## config.mk

```make
export PLATFORM = sky130hd
export DESIGN_NAME = sc_game_statemachine_flat
export DESIGN_NICKNAME = d
export VERILOG_FILES = /design/src/rtl/sc_game_statemachine_pkg.sv /design/src/rtl/sc_game_statemachine_if.sv /design/src/rtl/sc_game_statemachine_tick_downcounter.sv /design/src/rtl/sc_game_statemachine.sv /design/src/flat_wrapper.sv
export SDC_FILE = /design/constraint.sdc
export NUM_CORES = 1
export LEC_CHECK = 0
export ABC_AREA = 1
export CAP_MARGIN = 25
export CORE_MARGIN = 1
export CORE_UTILIZATION = 35
export CTS_BUF_LIST = sky130_fd_sc_hd__clkbuf_4 sky130_fd_sc_hd__clkbuf_8 sky130_fd_sc_hd__clkbuf_16
export CTS_CLUSTER_DIAMETER = 120
export DETAILED_ROUTE_END_ITERATION = 10
export GPL_TIMING_DRIVEN = 1
export SLEW_MARGIN = 25
export SYNTH_ARGS = -nofsm -noshare
export SYNTH_HDL_FRONTEND = slang
export SYNTH_SLANG_ARGS = --single-unit
```

## constraint.sdc

```tcl
create_clock -name SC_STATEMACHINE_CLOCK_50 -period 1.68 [get_ports SC_STATEMACHINE_CLOCK_50]
set_input_delay 0.336 -clock SC_STATEMACHINE_CLOCK_50 [delete_from_list [all_inputs] [get_ports SC_STATEMACHINE_CLOCK_50]]
set_output_delay 0.336 -clock SC_STATEMACHINE_CLOCK_50 [all_outputs]
set_load 0.02 [all_outputs]
```

## src/rtl/sc_game_statemachine_pkg.sv

```systemverilog
// rtl/sc_game_statemachine_pkg.sv - state and select codes for the RoadFighter game-flow FSM
package sc_game_statemachine_pkg;

  localparam int STATE_WIDTH = 3;

  typedef enum logic [STATE_WIDTH-1:0] {
    S_IDLE      = 3'd0,
    S_COUNTDOWN = 3'd1,
    S_PLAY      = 3'd2,
    S_CRASH     = 3'd3,
    S_GAMEOVER  = 3'd4
  } state_t;

  localparam int SEL_CLEAR  = 0;
  localparam int SEL_FILL   = 1;
  localparam int SEL_RANDOM = 2;
  localparam int SEL_HOLD   = 3;

endpackage

```

## src/rtl/sc_game_statemachine_if.sv

```systemverilog
// rtl/sc_game_statemachine_if.sv - game-control inputs and display/status outputs of the FSM
interface sc_game_statemachine_if #(
  parameter int MUX41_SELECTWIDTH = 2,
  parameter int N_CHANNELS        = 8,
  parameter int LIVES             = 3,
  parameter int LEVEL_WIDTH       = 3
);
  localparam int LIVES_WIDTH = $clog2(LIVES + 1);

  logic                                  SC_STATEMACHINE_CLEAR_InHigh;
  logic                                  SC_STATEMACHINE_START_InLow;
  logic                                  SC_STATEMACHINE_TICK_InHigh;
  logic                                  SC_STATEMACHINE_COLLISION_InHigh;
  logic [N_CHANNELS*MUX41_SELECTWIDTH-1:0] SC_STATEMACHINE_SELECT_OutBUS;
  logic [2:0]                            SC_STATEMACHINE_STATE_OutBUS;
  logic                                  SC_STATEMACHINE_LOAD_OutHigh;
  logic [LIVES_WIDTH-1:0]                SC_STATEMACHINE_LIVES_OutBUS;
  logic [LEVEL_WIDTH-1:0]                SC_STATEMACHINE_LEVEL_OutBUS;

  modport master (
    output SC_STATEMACHINE_CLEAR_InHigh, SC_STATEMACHINE_START_InLow,
           SC_STATEMACHINE_TICK_InHigh, SC_STATEMACHINE_COLLISION_InHigh,
    input  SC_STATEMACHINE_SELECT_OutBUS, SC_STATEMACHINE_STATE_OutBUS,
           SC_STATEMACHINE_LOAD_OutHigh, SC_STATEMACHINE_LIVES_OutBUS,
           SC_STATEMACHINE_LEVEL_OutBUS
  );

  modport slave (
    input  SC_STATEMACHINE_CLEAR_InHigh, SC_STATEMACHINE_START_InLow,
           SC_STATEMACHINE_TICK_InHigh, SC_STATEMACHINE_COLLISION_InHigh,
    output SC_STATEMACHINE_SELECT_OutBUS, SC_STATEMACHINE_STATE_OutBUS,
           SC_STATEMACHINE_LOAD_OutHigh, SC_STATEMACHINE_LIVES_OutBUS,
           SC_STATEMACHINE_LEVEL_OutBUS
  );
endinterface

```

## src/rtl/sc_game_statemachine_tick_downcounter.sv

```systemverilog
// rtl/sc_game_statemachine_tick_downcounter.sv - loadable tick down-counter shared by COUNTDOWN and CRASH
module sc_game_statemachine_tick_downcounter #(
  parameter int WIDTH = 2
) (
  input  logic             clk,
  input  logic             rst_n,
  input  logic             load,
  input  logic [WIDTH-1:0] load_val,
  input  logic             tick,
  output logic [WIDTH-1:0] count,
  output logic             last
);

  always_ff @(posedge clk or negedge rst_n) begin
    if (!rst_n) begin
      count <= '0;
    end else if (load) begin
      count <= load_val;
    end else if (tick) begin
      count <= count - WIDTH'(1);
    end
  end

  assign last = tick & (count == WIDTH'(1));

endmodule

```

## src/rtl/sc_game_statemachine.sv

```systemverilog
// rtl/sc_game_statemachine.sv - registered RoadFighter game-flow FSM driving per-row MUX41 selects
module sc_game_statemachine
  import sc_game_statemachine_pkg::*;
#(
  parameter int MUX41_SELECTWIDTH = 2,
  parameter int N_CHANNELS        = 8,
  parameter int COUNTDOWN_TICKS   = 3,
  parameter int CRASH_TICKS       = 2,
  parameter int TICKS_PER_LEVEL   = 16,
  parameter int LIVES             = 3,
  parameter int LEVEL_WIDTH       = 3
) (
  input  logic                    SC_STATEMACHINE_CLOCK_50,
  input  logic                    SC_STATEMACHINE_RESET_InLow,
  sc_game_statemachine_if.slave   bus
);

  localparam int LIVES_W   = $clog2(LIVES + 1);
  localparam int LVL_CNT_W = $clog2(TICKS_PER_LEVEL + 1);
  localparam int CNT_MAX   = (COUNTDOWN_TICKS > CRASH_TICKS) ? COUNTDOWN_TICKS : CRASH_TICKS;
  localparam int CNT_W     = $clog2(CNT_MAX + 1);
  localparam logic [LEVEL_WIDTH-1:0] LEVEL_MAX  = '1;
  localparam logic [LIVES_W-1:0]     LIVES_INIT = LIVES_W'(LIVES);

  logic clk, rst_n, clear, start_n, tick, collision, start_evt;
  assign clk       = SC_STATEMACHINE_CLOCK_50;
  assign rst_n     = SC_STATEMACHINE_RESET_InLow;
  assign clear     = bus.SC_STATEMACHINE_CLEAR_InHigh;
  assign start_n   = bus.SC_STATEMACHINE_START_InLow;
  assign tick      = bus.SC_STATEMACHINE_TICK_InHigh;
  assign collision = bus.SC_STATEMACHINE_COLLISION_InHigh;

  state_t                 state;
  logic                   blink, start_prev, load;
  logic [LVL_CNT_W-1:0]   lvl_cnt;
  logic [LEVEL_WIDTH-1:0] level;
  logic [LIVES_W-1:0]     lives;

  logic             cnt_load, cnt_tick, cnt_last;
  logic [CNT_W-1:0] cnt_load_val, cnt_count;

  assign start_evt = start_prev & ~start_n;

  // Counter is (re)loaded on the same edge the FSM enters a timed state; clear parks it at 0.
  always_comb begin
    cnt_load     = 1'b0;
    cnt_load_val = '0;
    if (clear) begin
      cnt_load = 1'b1;
    end else if (state == S_IDLE && start_evt) begin
      cnt_load     = 1'b1;
      cnt_load_val = CNT_W'(COUNTDOWN_TICKS);
    end else if (state == S_PLAY && collision) begin
      cnt_load     = 1'b1;
      cnt_load_val = CNT_W'(CRASH_TICKS);
    end
  end

  assign cnt_tick = tick & (state == S_COUNTDOWN || state == S_CRASH) & (cnt_count != '0);

  sc_game_statemachine_tick_downcounter #(.WIDTH(CNT_W)) u_tick_cnt (
    .clk      (clk),
    .rst_n    (rst_n),
    .load     (cnt_load),
    .load_val (cnt_load_val),
    .tick     (cnt_tick),
    .count    (cnt_count),
    .last     (cnt_last)
  );

  always_ff @(posedge clk or negedge rst_n) begin
    if (!rst_n) begin
      state      <= S_IDLE;
      blink      <= 1'b0;
      start_prev <= 1'b1;
      load       <= 1'b0;
      lvl_cnt    <= '0;
      level      <= '0;
      lives      <= LIVES_INIT;
    end else begin
      start_prev <= start_n;
      load       <= 1'b0;
      if (clear) begin
        state   <= S_IDLE;
        blink   <= 1'b0;
        lvl_cnt <= '0;
        level   <= '0;
        lives   <= LIVES_INIT;
      end else begin
        case (state)
          S_IDLE: begin
            if (start_evt) begin
              state   <= S_COUNTDOWN;
              lives   <= LIVES_INIT;
              level   <= '0;
              lvl_cnt <= '0;
            end
          end
          S_COUNTDOWN: begin
            if (cnt_last) begin
              state <= S_PLAY;
              load  <= 1'b1;
            end
          end
          S_PLAY: begin
            if (collision) begin
              state <= S_CRASH;
              if (lives != '0) lives <= lives - LIVES_W'(1);
            end else if (tick) begin
              if (lvl_cnt == LVL_CNT_W'(TICKS_PER_LEVEL - 1)) begin
                lvl_cnt <= '0;
                if (level != LEVEL_MAX) level <= level + LEVEL_WIDTH'(1);
              end else begin
                lvl_cnt <= lvl_cnt + LVL_CNT_W'(1);
              end
            end
          end
          S_CRASH: begin
            if (cnt_last) begin
              if (lives == '0) begin
                state <= S_GAMEOVER;
              end else begin
                state <= S_PLAY;
                load  <= 1'b1;
              end
            end
          end
          S_GAMEOVER: begin
            // A tick outranks start_evt, so a coinciding start press is dropped.
            if (tick) begin
              blink <= ~blink;
            end else if (start_evt) begin
              state <= S_IDLE;
              blink <= 1'b0;
            end
          end
          default: begin
            state <= S_IDLE;
            blink <= 1'b0;
          end
        endcase
      end
    end
  end

  for (genvar r = 0; r < N_CHANNELS; r++) begin : g_row
    localparam logic ODD_ROW = (r % 2) == 1;
    logic [MUX41_SELECTWIDTH-1:0] row_sel;

    always_comb begin
      case (state)
        S_COUNTDOWN: row_sel = MUX41_SELECTWIDTH'(SEL_FILL);
        S_PLAY:      row_sel = MUX41_SELECTWIDTH'(SEL_RANDOM);
        S_CRASH:     row_sel = MUX41_SELECTWIDTH'(SEL_HOLD);
        S_GAMEOVER:  row_sel = (blink ^ ODD_ROW) ? MUX41_SELECTWIDTH'(SEL_HOLD)
                                                 : MUX41_SELECTWIDTH'(SEL_CLEAR);
        default:     row_sel = MUX41_SELECTWIDTH'(SEL_CLEAR);
      endcase
    end

    assign bus.SC_STATEMACHINE_SELECT_OutBUS[r*MUX41_SELECTWIDTH +: MUX41_SELECTWIDTH] = row_sel;
  end

  assign bus.SC_STATEMACHINE_STATE_OutBUS = state;
  assign bus.SC_STATEMACHINE_LOAD_OutHigh = load;
  assign bus.SC_STATEMACHINE_LIVES_OutBUS = lives;
  assign bus.SC_STATEMACHINE_LEVEL_OutBUS = level;

endmodule

```

## src/flat_wrapper.sv

```systemverilog
// flat-port wrapper written by rule: the top's interface ports become plain ports
module sc_game_statemachine_flat import sc_game_statemachine_pkg::*;
#(
  parameter int MUX41_SELECTWIDTH = 2,
  parameter int N_CHANNELS        = 8,
  parameter int COUNTDOWN_TICKS   = 3,
  parameter int CRASH_TICKS       = 2,
  parameter int TICKS_PER_LEVEL   = 16,
  parameter int LIVES             = 3,
  parameter int LEVEL_WIDTH       = 3
)
  (SC_STATEMACHINE_CLOCK_50, SC_STATEMACHINE_RESET_InLow, bus_SC_STATEMACHINE_CLEAR_InHigh, bus_SC_STATEMACHINE_START_InLow, bus_SC_STATEMACHINE_TICK_InHigh, bus_SC_STATEMACHINE_COLLISION_InHigh, bus_SC_STATEMACHINE_SELECT_OutBUS, bus_SC_STATEMACHINE_STATE_OutBUS, bus_SC_STATEMACHINE_LOAD_OutHigh, bus_SC_STATEMACHINE_LIVES_OutBUS, bus_SC_STATEMACHINE_LEVEL_OutBUS);
  sc_game_statemachine_if #(.MUX41_SELECTWIDTH(MUX41_SELECTWIDTH), .N_CHANNELS(N_CHANNELS), .LIVES(LIVES), .LEVEL_WIDTH(LEVEL_WIDTH)) bus_i ();
  input  logic SC_STATEMACHINE_CLOCK_50;
  input  logic SC_STATEMACHINE_RESET_InLow;
  input wire logic [$bits(bus_i.SC_STATEMACHINE_CLEAR_InHigh)-1:0] bus_SC_STATEMACHINE_CLEAR_InHigh;
  input wire logic [$bits(bus_i.SC_STATEMACHINE_START_InLow)-1:0] bus_SC_STATEMACHINE_START_InLow;
  input wire logic [$bits(bus_i.SC_STATEMACHINE_TICK_InHigh)-1:0] bus_SC_STATEMACHINE_TICK_InHigh;
  input wire logic [$bits(bus_i.SC_STATEMACHINE_COLLISION_InHigh)-1:0] bus_SC_STATEMACHINE_COLLISION_InHigh;
  output wire logic [$bits(bus_i.SC_STATEMACHINE_SELECT_OutBUS)-1:0] bus_SC_STATEMACHINE_SELECT_OutBUS;
  output wire logic [$bits(bus_i.SC_STATEMACHINE_STATE_OutBUS)-1:0] bus_SC_STATEMACHINE_STATE_OutBUS;
  output wire logic [$bits(bus_i.SC_STATEMACHINE_LOAD_OutHigh)-1:0] bus_SC_STATEMACHINE_LOAD_OutHigh;
  output wire logic [$bits(bus_i.SC_STATEMACHINE_LIVES_OutBUS)-1:0] bus_SC_STATEMACHINE_LIVES_OutBUS;
  output wire logic [$bits(bus_i.SC_STATEMACHINE_LEVEL_OutBUS)-1:0] bus_SC_STATEMACHINE_LEVEL_OutBUS;
  assign bus_i.SC_STATEMACHINE_CLEAR_InHigh = bus_SC_STATEMACHINE_CLEAR_InHigh;
  assign bus_i.SC_STATEMACHINE_START_InLow = bus_SC_STATEMACHINE_START_InLow;
  assign bus_i.SC_STATEMACHINE_TICK_InHigh = bus_SC_STATEMACHINE_TICK_InHigh;
  assign bus_i.SC_STATEMACHINE_COLLISION_InHigh = bus_SC_STATEMACHINE_COLLISION_InHigh;
  assign bus_SC_STATEMACHINE_SELECT_OutBUS = bus_i.SC_STATEMACHINE_SELECT_OutBUS;
  assign bus_SC_STATEMACHINE_STATE_OutBUS = bus_i.SC_STATEMACHINE_STATE_OutBUS;
  assign bus_SC_STATEMACHINE_LOAD_OutHigh = bus_i.SC_STATEMACHINE_LOAD_OutHigh;
  assign bus_SC_STATEMACHINE_LIVES_OutBUS = bus_i.SC_STATEMACHINE_LIVES_OutBUS;
  assign bus_SC_STATEMACHINE_LEVEL_OutBUS = bus_i.SC_STATEMACHINE_LEVEL_OutBUS;
  sc_game_statemachine #(.MUX41_SELECTWIDTH(MUX41_SELECTWIDTH), .N_CHANNELS(N_CHANNELS), .COUNTDOWN_TICKS(COUNTDOWN_TICKS), .CRASH_TICKS(CRASH_TICKS), .TICKS_PER_LEVEL(TICKS_PER_LEVEL), .LIVES(LIVES), .LEVEL_WIDTH(LEVEL_WIDTH)) u_core (.SC_STATEMACHINE_CLOCK_50(SC_STATEMACHINE_CLOCK_50), .SC_STATEMACHINE_RESET_InLow(SC_STATEMACHINE_RESET_InLow), .bus(bus_i));
endmodule
```

==> flow_summary_export.csv, run 1 <==
group,metric,value,unit
clocking,root_buffer,"clkbuf_4",
timing,hold_violations,0,
clocking,insertion_delay,0.29,ns
critical_path,startpoint_type,"register",
synth,synth_warnings,0,
timing,finalCritPeriodShare,0.990,
clocking,clockBufferDepth,2,
detailed_routing,drt_wl_total,2850,um
power,switching_share,0.446,
critical_path,critPathKind,"reg -> out",
global_route,track_usage,0.163,
detailed_routing,drc_errors,0,
synth,seq_area_frac_synth,0.367,
layout,nNetsFinal,227,
timing,rsz0062_at_grt,"yes",
layout,final_cell_mix,"44 x nand2_1, 29 x buf_4, 17 x inv_1, 17 x nand3_1, 16 x nor2_1",
critical_path,critPathLaunch,"u_core.bus.SC_STATEMACHINE_STATE_OutBUS[2]$_DFFE_PN0P_",
synth,synth_top_area_share,0.303,
synth,syn_area,1240,um2
run_status,status,"finished clean",
die,initial_utilization,0.368,
critical_path,worstPathRequired,1.34,ns
layout,fill_cells,363,
clocking,cts.sinks,18,
critical_path,r2r-start,"u_core.bus.SC_STATEMACHINE_STATE_OutBUS[1]$_DFFE_PN0P_",
detailed_routing,initialDrtViolationCount,29,
layout,multi_input_area,637,um2
global_route,grt_first_pass_wirelength,4580,um
global_route,grt.overflow.total,0,
detailed_routing,drt_pass1_iterations,4,
die,core_area,3360,um2
layout,area_delta_synth_final,40.7,%
layout,seq_area,454,um2
timing,tightestPinTransition,0.242,ns
clocking,path_clk_slew,0.11,ns
timing,setup_tns,0,ns
clocking,htree_num_levels,1,
placed_design,gp_congestion,0.890,
power,p_per_area,1330,nW/um2
clocking,cts_hold_buf,0,
layout,antennaDiodeCount,0,
synth,synth_fp_nets,182,
hold_path,hold_class,"in -> async",
detailed_routing,ant_nets,0,
timing,maxSlewViolCount,0,
synth,synth_top_cell_by_area,"dfrtp_1",
layout,final_common_cell,"nand2_1",
synth,synthesis.instances,170,
die,die_y,61.5,um
global_route,grt_pass1_vias,1073,
die,ios,31,
critical_path,arrival,1.33,ns
critical_path,cp-end-kind,"output port",
timing,slew_headroom,0.839,
layout,utilization,0.518,
clocking,cts_made_buffers,3,
critical_path,endpoint,"bus_SC_STATEMACHINE_SELECT_OutBUS[1]",
detailed_routing,vias,1202,
critical_path,rr_endpoint,"u_core.bus.SC_STATEMACHINE_LIVES_OutBUS[0]$_DFFE_PN1P_",
placed_design,port_buffers,30,
synth,synth_area_leaders,"dfrtp_1 30%, nand2_1 15%, buf_4 7.3%",
timing,fmax,0.601,GHz
critical_path,ff2ff_path_depth,8,
power,p_switching,1.03,mW
power,pwr-share-comb,0.643,
die,dieArea,3780,um2
power,power_frac_seq,0.248,
synth,avgSynthCellArea,7.29,um2
die,die_x,61.5,um
power,p_leak,0.967,nW
synth,synth_seq_cells,18,
global_route,grt_start_max_net_pins,19,
placed_design,hpwl,2180,um
die,rows,21,
layout,drive_gt1_frac,0.308,
critical_path,cp_max_fo,5,
flow_run,drv_cap,0,
timing,setup_viol,0,
timing,skew,0.00160,ns
synth,synth_cell_types,21,
power,ir_drop,0.442,mV
power,clockPowerShare,0.108,
detailed_routing,wl_per_cell,11.0,um
global_route,antenna_found_initial,0,
power,internal_power,1.28,mW
critical_path,r2r_slack,0.17,ns
clocking,cts_tree,"built",
timing,period_minus_slack,1.66,ns
detailed_routing,via_per_inst,4.62,
power by group through the flow:
stage	Clock [mW]	Combinational (mW)	Sequential [mW]
6_report	0.250	1.49	0.574
3_5_place_dp	0	1.40	0.577
4_1_cts	0.255	1.24	0.568
2_1_floorplan	0	0.901	0.632
3_3_place_gp	0	1.38	0.573
5_1_grt	0.279	1.63	0.585
critical path, cell delays in order (launching register included):
cell and delay [ns]:
dfrtp_1 0.46, buf_4 0.20, o21ai_4 0.23, buf_6 0.15
cell type report:
| type | count | area share |
|---|---|---|
| well taps | 46 | 0.0330 |
| clock buffers | 4 | 0.0172 |
| multi-input cells | 117 | 0.365 |
| inverters | 21 | 0.0474 |
| repair buffers | 54 | 0.276 |
| flip-flops and latches | 18 | 0.261 |
registers in the layout (all words and copies together) (netlist names):
name	flops
u_core.bus.SC_STATEMACHINE_LOAD_OutHigh	1
u_core.lvl_cnt	5
u_core.blink	1
u_core.start_prev	1
u_core.bus.SC_STATEMACHINE_STATE_OutBUS	3
u_core.u_tick_cnt.count	2
u_core.bus.SC_STATEMACHINE_LIVES_OutBUS	2
u_core.bus.SC_STATEMACHINE_LEVEL_OutBUS	3
synthesized netlist by cell type:
master / number
buf_6: 1
o21ai_0: 10
o21ai_2: 2
nor2_4: 2
nand3b_1: 3
nor3_1: 1
inv_1: 21
nand2_2: 1
nor2_1: 18
dfrtp_1: 15
ha_1: 6
nand4_1: 5
nand2_1: 48
buf_2: 1
nand3_4: 1
o21bai_1: 1
dfstp_2: 3
or2_2: 1
nand3_1: 17
a21oi_1: 1
buf_4: 12
routing by layer:
| layer | routed length (um) | part of all wire | track usage | vias up |
|---|---|---|---|---|
| li1 | - | - | - | 624 |
| met1 | 1260 | 0.44 | 0.204 | 547 |
| met2 | 1420 | 0.50 | 0.290 | 29 |
| met3 | 148 | 0.052 | 0.0210 | 2 |
| met4 | 24 | 0.0084 | 0.0476 | 0 |
| met5 | 0 | 0 | 0 | - |
logic make-up (layout without fill, tap and decap cells):
family,Yosys count,count (layout),synth area share
flops,18,18,0.367
fa+ha+maj,6,6,0.0606
buf+inv,35,79,0.149
simple gates,97,97,0.359
compound gates,14,14,0.0646
worst min path at each step:
stage	startpoint	end	slack, ns
2_1_floorplan	SC_STATEMACHINE_RESET_InLow	u_core.blink$_DFFE_PN0P_	0.04
3_3_place_gp	u_core.bus.SC_STATEMACHINE_LIVES_OutBUS[0]$_DFFE_PN1P_	u_core.bus.SC_STATEMACHINE_LIVES_OutBUS[0]$_DFFE_PN1P_	0.49
3_5_place_dp	u_core.lvl_cnt[4]$_DFFE_PN0P_	u_core.lvl_cnt[4]$_DFFE_PN0P_	0.49
4_1_cts	SC_STATEMACHINE_RESET_InLow	u_core.lvl_cnt[3]$_DFFE_PN0P_	0.37
5_1_grt	SC_STATEMACHINE_RESET_InLow	u_core.lvl_cnt[3]$_DFFE_PN0P_	0.38
6_report	SC_STATEMACHINE_RESET_InLow	u_core.lvl_cnt[4]$_DFFE_PN0P_	0.36
repair_timing:
| action | CTS | global route |
|---|---|---|
| gates resized for setup | 61 | 50 |
| pin swaps | 0 | 3 |
| gates cloned | 0 | 0 |
| buffers inserted | 0 | 5 |
| endpoints found under the setup margin | 21 | 18 |
stage by stage:
stage	hold slack, ns	total power [mW]	instance area, um2	setup slack [ns]	std cells
3_5_place_dp	0.494	1.98	1640	-0.121	251
5_1_grt	0.383	2.49	1740	-0.0462	260
3_3_place_gp	0.487	1.95	1640	-0.0970	251
4_1_cts	0.366	2.06	1600	-0.153	255
6_report	0.361	2.31	1740	0.0166	260
2_1_floorplan	0.0404	1.53	1260	-0.0702	170
(Power assumes the default switching activity.)
==> run 2: changes to the inputs <==
ABC_AREA = default   (was 1)
CORE_UTILIZATION = 50   (was 35)
PLACE_DENSITY = 0.81   (was default)
clock period = 1.95 ns   (was 1.68 ns; I/O delays follow)
==> flow_summary_export.csv, run 2 <==
group,metric,value,unit
synth,avgSynthCellArea,9.21,um2
layout,top_register,"u_core.lvl_cnt",
clocking,htree_num_levels,1,
clocking,cts_made_buffers,3,
layout,largest_register_ffs,5,
synth,seq_area_frac_synth,0.368,
layout,drive_gt1_frac,0.315,
timing,tightestPinTransition,0.658,ns
synth,synth_area_leaders,"dfrtp_1 30%, buf_4 7.3%, dfstp_2 6.4%",
die,die_x,51.7,um
timing,period_minus_slack,1.95,ns
power,p_leak,0.751,nW
global_route,antenna_found_initial,0,
clocking,cts_tree,"built",
placed_design,place_area,1600,um2
critical_path,critPathLaunch,"u_core.bus.SC_STATEMACHINE_STATE_OutBUS[0]$_DFFE_PN0P_",
timing,worst_hold_slack,0.393,ns
layout,fin_area,1570,um2
layout,final_cell_mix,"22 x buf_4, 13 x clkdlybuf4s50_1, 13 x dfrtp_1, 11 x nand2_1, 10 x inv_1",
clocking,clockBufferDepth,2,
die,core_area,2280,um2
clocking,insertion_delay,0.30,ns
clocking,cts_setup_buffers,0,
synth,ys.flop_type,"dfrtp_1",
synth,synth_top_area_share,0.304,
detailed_routing,drc_errors,0,
timing,setup_viol,0,
critical_path,r2r-start,"u_core.bus.SC_STATEMACHINE_STATE_OutBUS[2]$_DFFE_PN0P_",
detailed_routing,drt_pass1_iterations,4,
global_route,grt.overflow.total,0,
layout,utilization,0.689,
synth,synthesis.instances,134,
synth,synth_warnings,0,
placed_design,gp_congestion,0.813,
critical_path,worstPathRequired,1.56,ns
clocking,cts_hold_buf,0,
layout,final_common_cell,"buf_4",
critical_path,startpoint_type,"register",
timing,rsz0062_at_grt,"yes",
die,dieArea,2670,um2
timing,slew_headroom,0.550,
clocking,root_buffer,"clkbuf_4",
detailed_routing,wl_per_cell,14.4,um
critical_path,critPathKind,"reg -> out",
synth,async_flop_share,1.00,
synth,yosys-top-cells-count,"15 x dfrtp_1, 14 x nand2_1, 12 x buf_4",
synth,syn_area,1230,um2
critical_path,r2r_slack,0.23,ns
timing,fmax,0.514,GHz
clocking,cts.sinks,18,
die,ios,31,
global_route,grt_pass1_vias,1061,
power,ir_drop,0.452,mV
flow_run,drv_cap,0,
die,initial_utilization,0.542,
critical_path,arrival,1.56,ns
global_route,grt_first_pass_wirelength,4520,um
global_route,grt_start_max_net_pins,19,
synth,synth_fp_nets,146,
run_status,status,"finished clean",
die,rows,17,
critical_path,cp-end-kind,"output port",
synth,yosysMostFrequentCell,"dfrtp_1",
placed_design,hpwl,2180,um
power,p_per_area,567,nW/um2
timing,finalCritPeriodShare,0.998,
clocking,path_clk_slew,0.10,ns
detailed_routing,initialDrtViolationCount,24,
critical_path,cp_max_fo,4,
synth,synth_seq_cells,18,
synth,synth_edf_count,0,
layout,antennaDiodeCount,0,
layout,area_delta_synth_final,27.2,%
detailed_routing,ant_nets,0,
placed_design,port_buffers,30,
timing,maxSlewViolCount,0,
layout,nNetsFinal,181,
detailed_routing,drt_wl_total,2820,um
synth,synth_top_cell_by_area,"dfrtp_1",
detailed_routing,via_per_inst,5.71,
synth,synth_cell_types,47,
detailed_routing,vias,1119,
timing,hold_violations,0,
global_route,track_usage,0.233,
hold_path,hold_class,"in -> async",
timing,skew,0.00138,ns
timing,setup_tns,0,ns
die,die_y,51.7,um
[run 2: cell count changes after synthesis, sizes merged, moves of 3 or more]
cell | before | now
nand2b | 0 | 5
clkbuf | 0 | 3
a21oi | 1 | 6
o2bb2ai | 0 | 4
nand4 | 5 | 1
nor2 | 20 | 6
o21ai | 12 | 4
nand3 | 18 | 3
inv | 21 | 10
nand2 | 49 | 14
[run 2: cell type report]
cell class              count  area [um2]
well taps                  28        35.0
flip-flops and latches     18         457
clock buffers               4        36.3
inverters                  10        37.5
fillers                   186         707
multi-input cells          89         644
repair buffers             47         359
[run 2: worst max-delay path, cell delays in order (launching register included)]
cell,delay [ns]
dfrtp_2,0.42
or4b_4,0.57
nand2_4,0.10
buf_2,0.16
[run 2: cells by family after synthesis]
kind of cell | after synthesis | share of synthesized area
flip-flops | 18 | 0.368
multiplexers | 2 | 0.0162
AO/OA/AOI/OAI | 28 | 0.160
adder cells (fa/ha/maj) | 6 | 0.0609
buffers and inverters | 27 | 0.127
AND/OR/NAND/NOR | 53 | 0.268
[run 2: power by group]
| group | total, mW | leakage, nW | internal, mW | switching, mW |
|---|---|---|---|---|
| clock | 0.236 | 0.0210 | 0.114 | 0.122 |
| combinational | 0.259 | 0.495 | 0.108 | 0.151 |
| sequential | 0.395 | 0.234 | 0.387 | 0.00801 |
[run 2: path summary, 6_finish.rpt]
kind / end / cells past startpoint
hold reg to reg: u_core.lvl_cnt[4]$_DFFE_PN0P_ / 1
min in group SC_STATEMACHINE_CLOCK_50: u_core.lvl_cnt[4]$_DFFE_PN0P_ / 1
setup / recovery: bus_SC_STATEMACHINE_SELECT_OutBUS[3] / 3
setup reg to reg: u_core.bus.SC_STATEMACHINE_STATE_OutBUS[1]$_DFFE_PN0P_ / 6
max in group asynchronous: u_core.bus.SC_STATEMACHINE_LIVES_OutBUS[1]$_DFFE_PN1P_ / 2
hold / removal: u_core.u_tick_cnt.count[0]$_DFFE_PN0P_ / 2
[run 2: per-stage QoR]
step                      setup WS [ns]  power [mW]  std cells
after floorplan                  0.0752       0.579        134
after global placement          -0.0816       0.673        192
after detailed placement         -0.110       0.682        192
after CTS                       -0.0273       0.892        196
after global routing            -0.0252       0.927        196
final                           0.00466       0.890        196
[run 2: per-layer routing]
metal	vias up	GRT usage	routed length, um
li1	538	-	-
met1	532	0.265	1150
met2	42	0.429	1440
met3	7	0.0205	160
met4	0	0.122	66
met5	-	0	0
[run 2: repair_timing]
item | 4_1_cts | 5_1_grt
endpoints found under the setup margin | 17 | 16
gates resized for setup | 46 | 18
pin swaps | 0 | 1
gates cloned | 0 | 0
==> run 3: changes to the inputs <==
ABC_CLOCK_PERIOD_IN_PS = 1950   (was default)
==> results of run 3 <==
The final DEF is identical to that of run 2; final timing and power are the same.
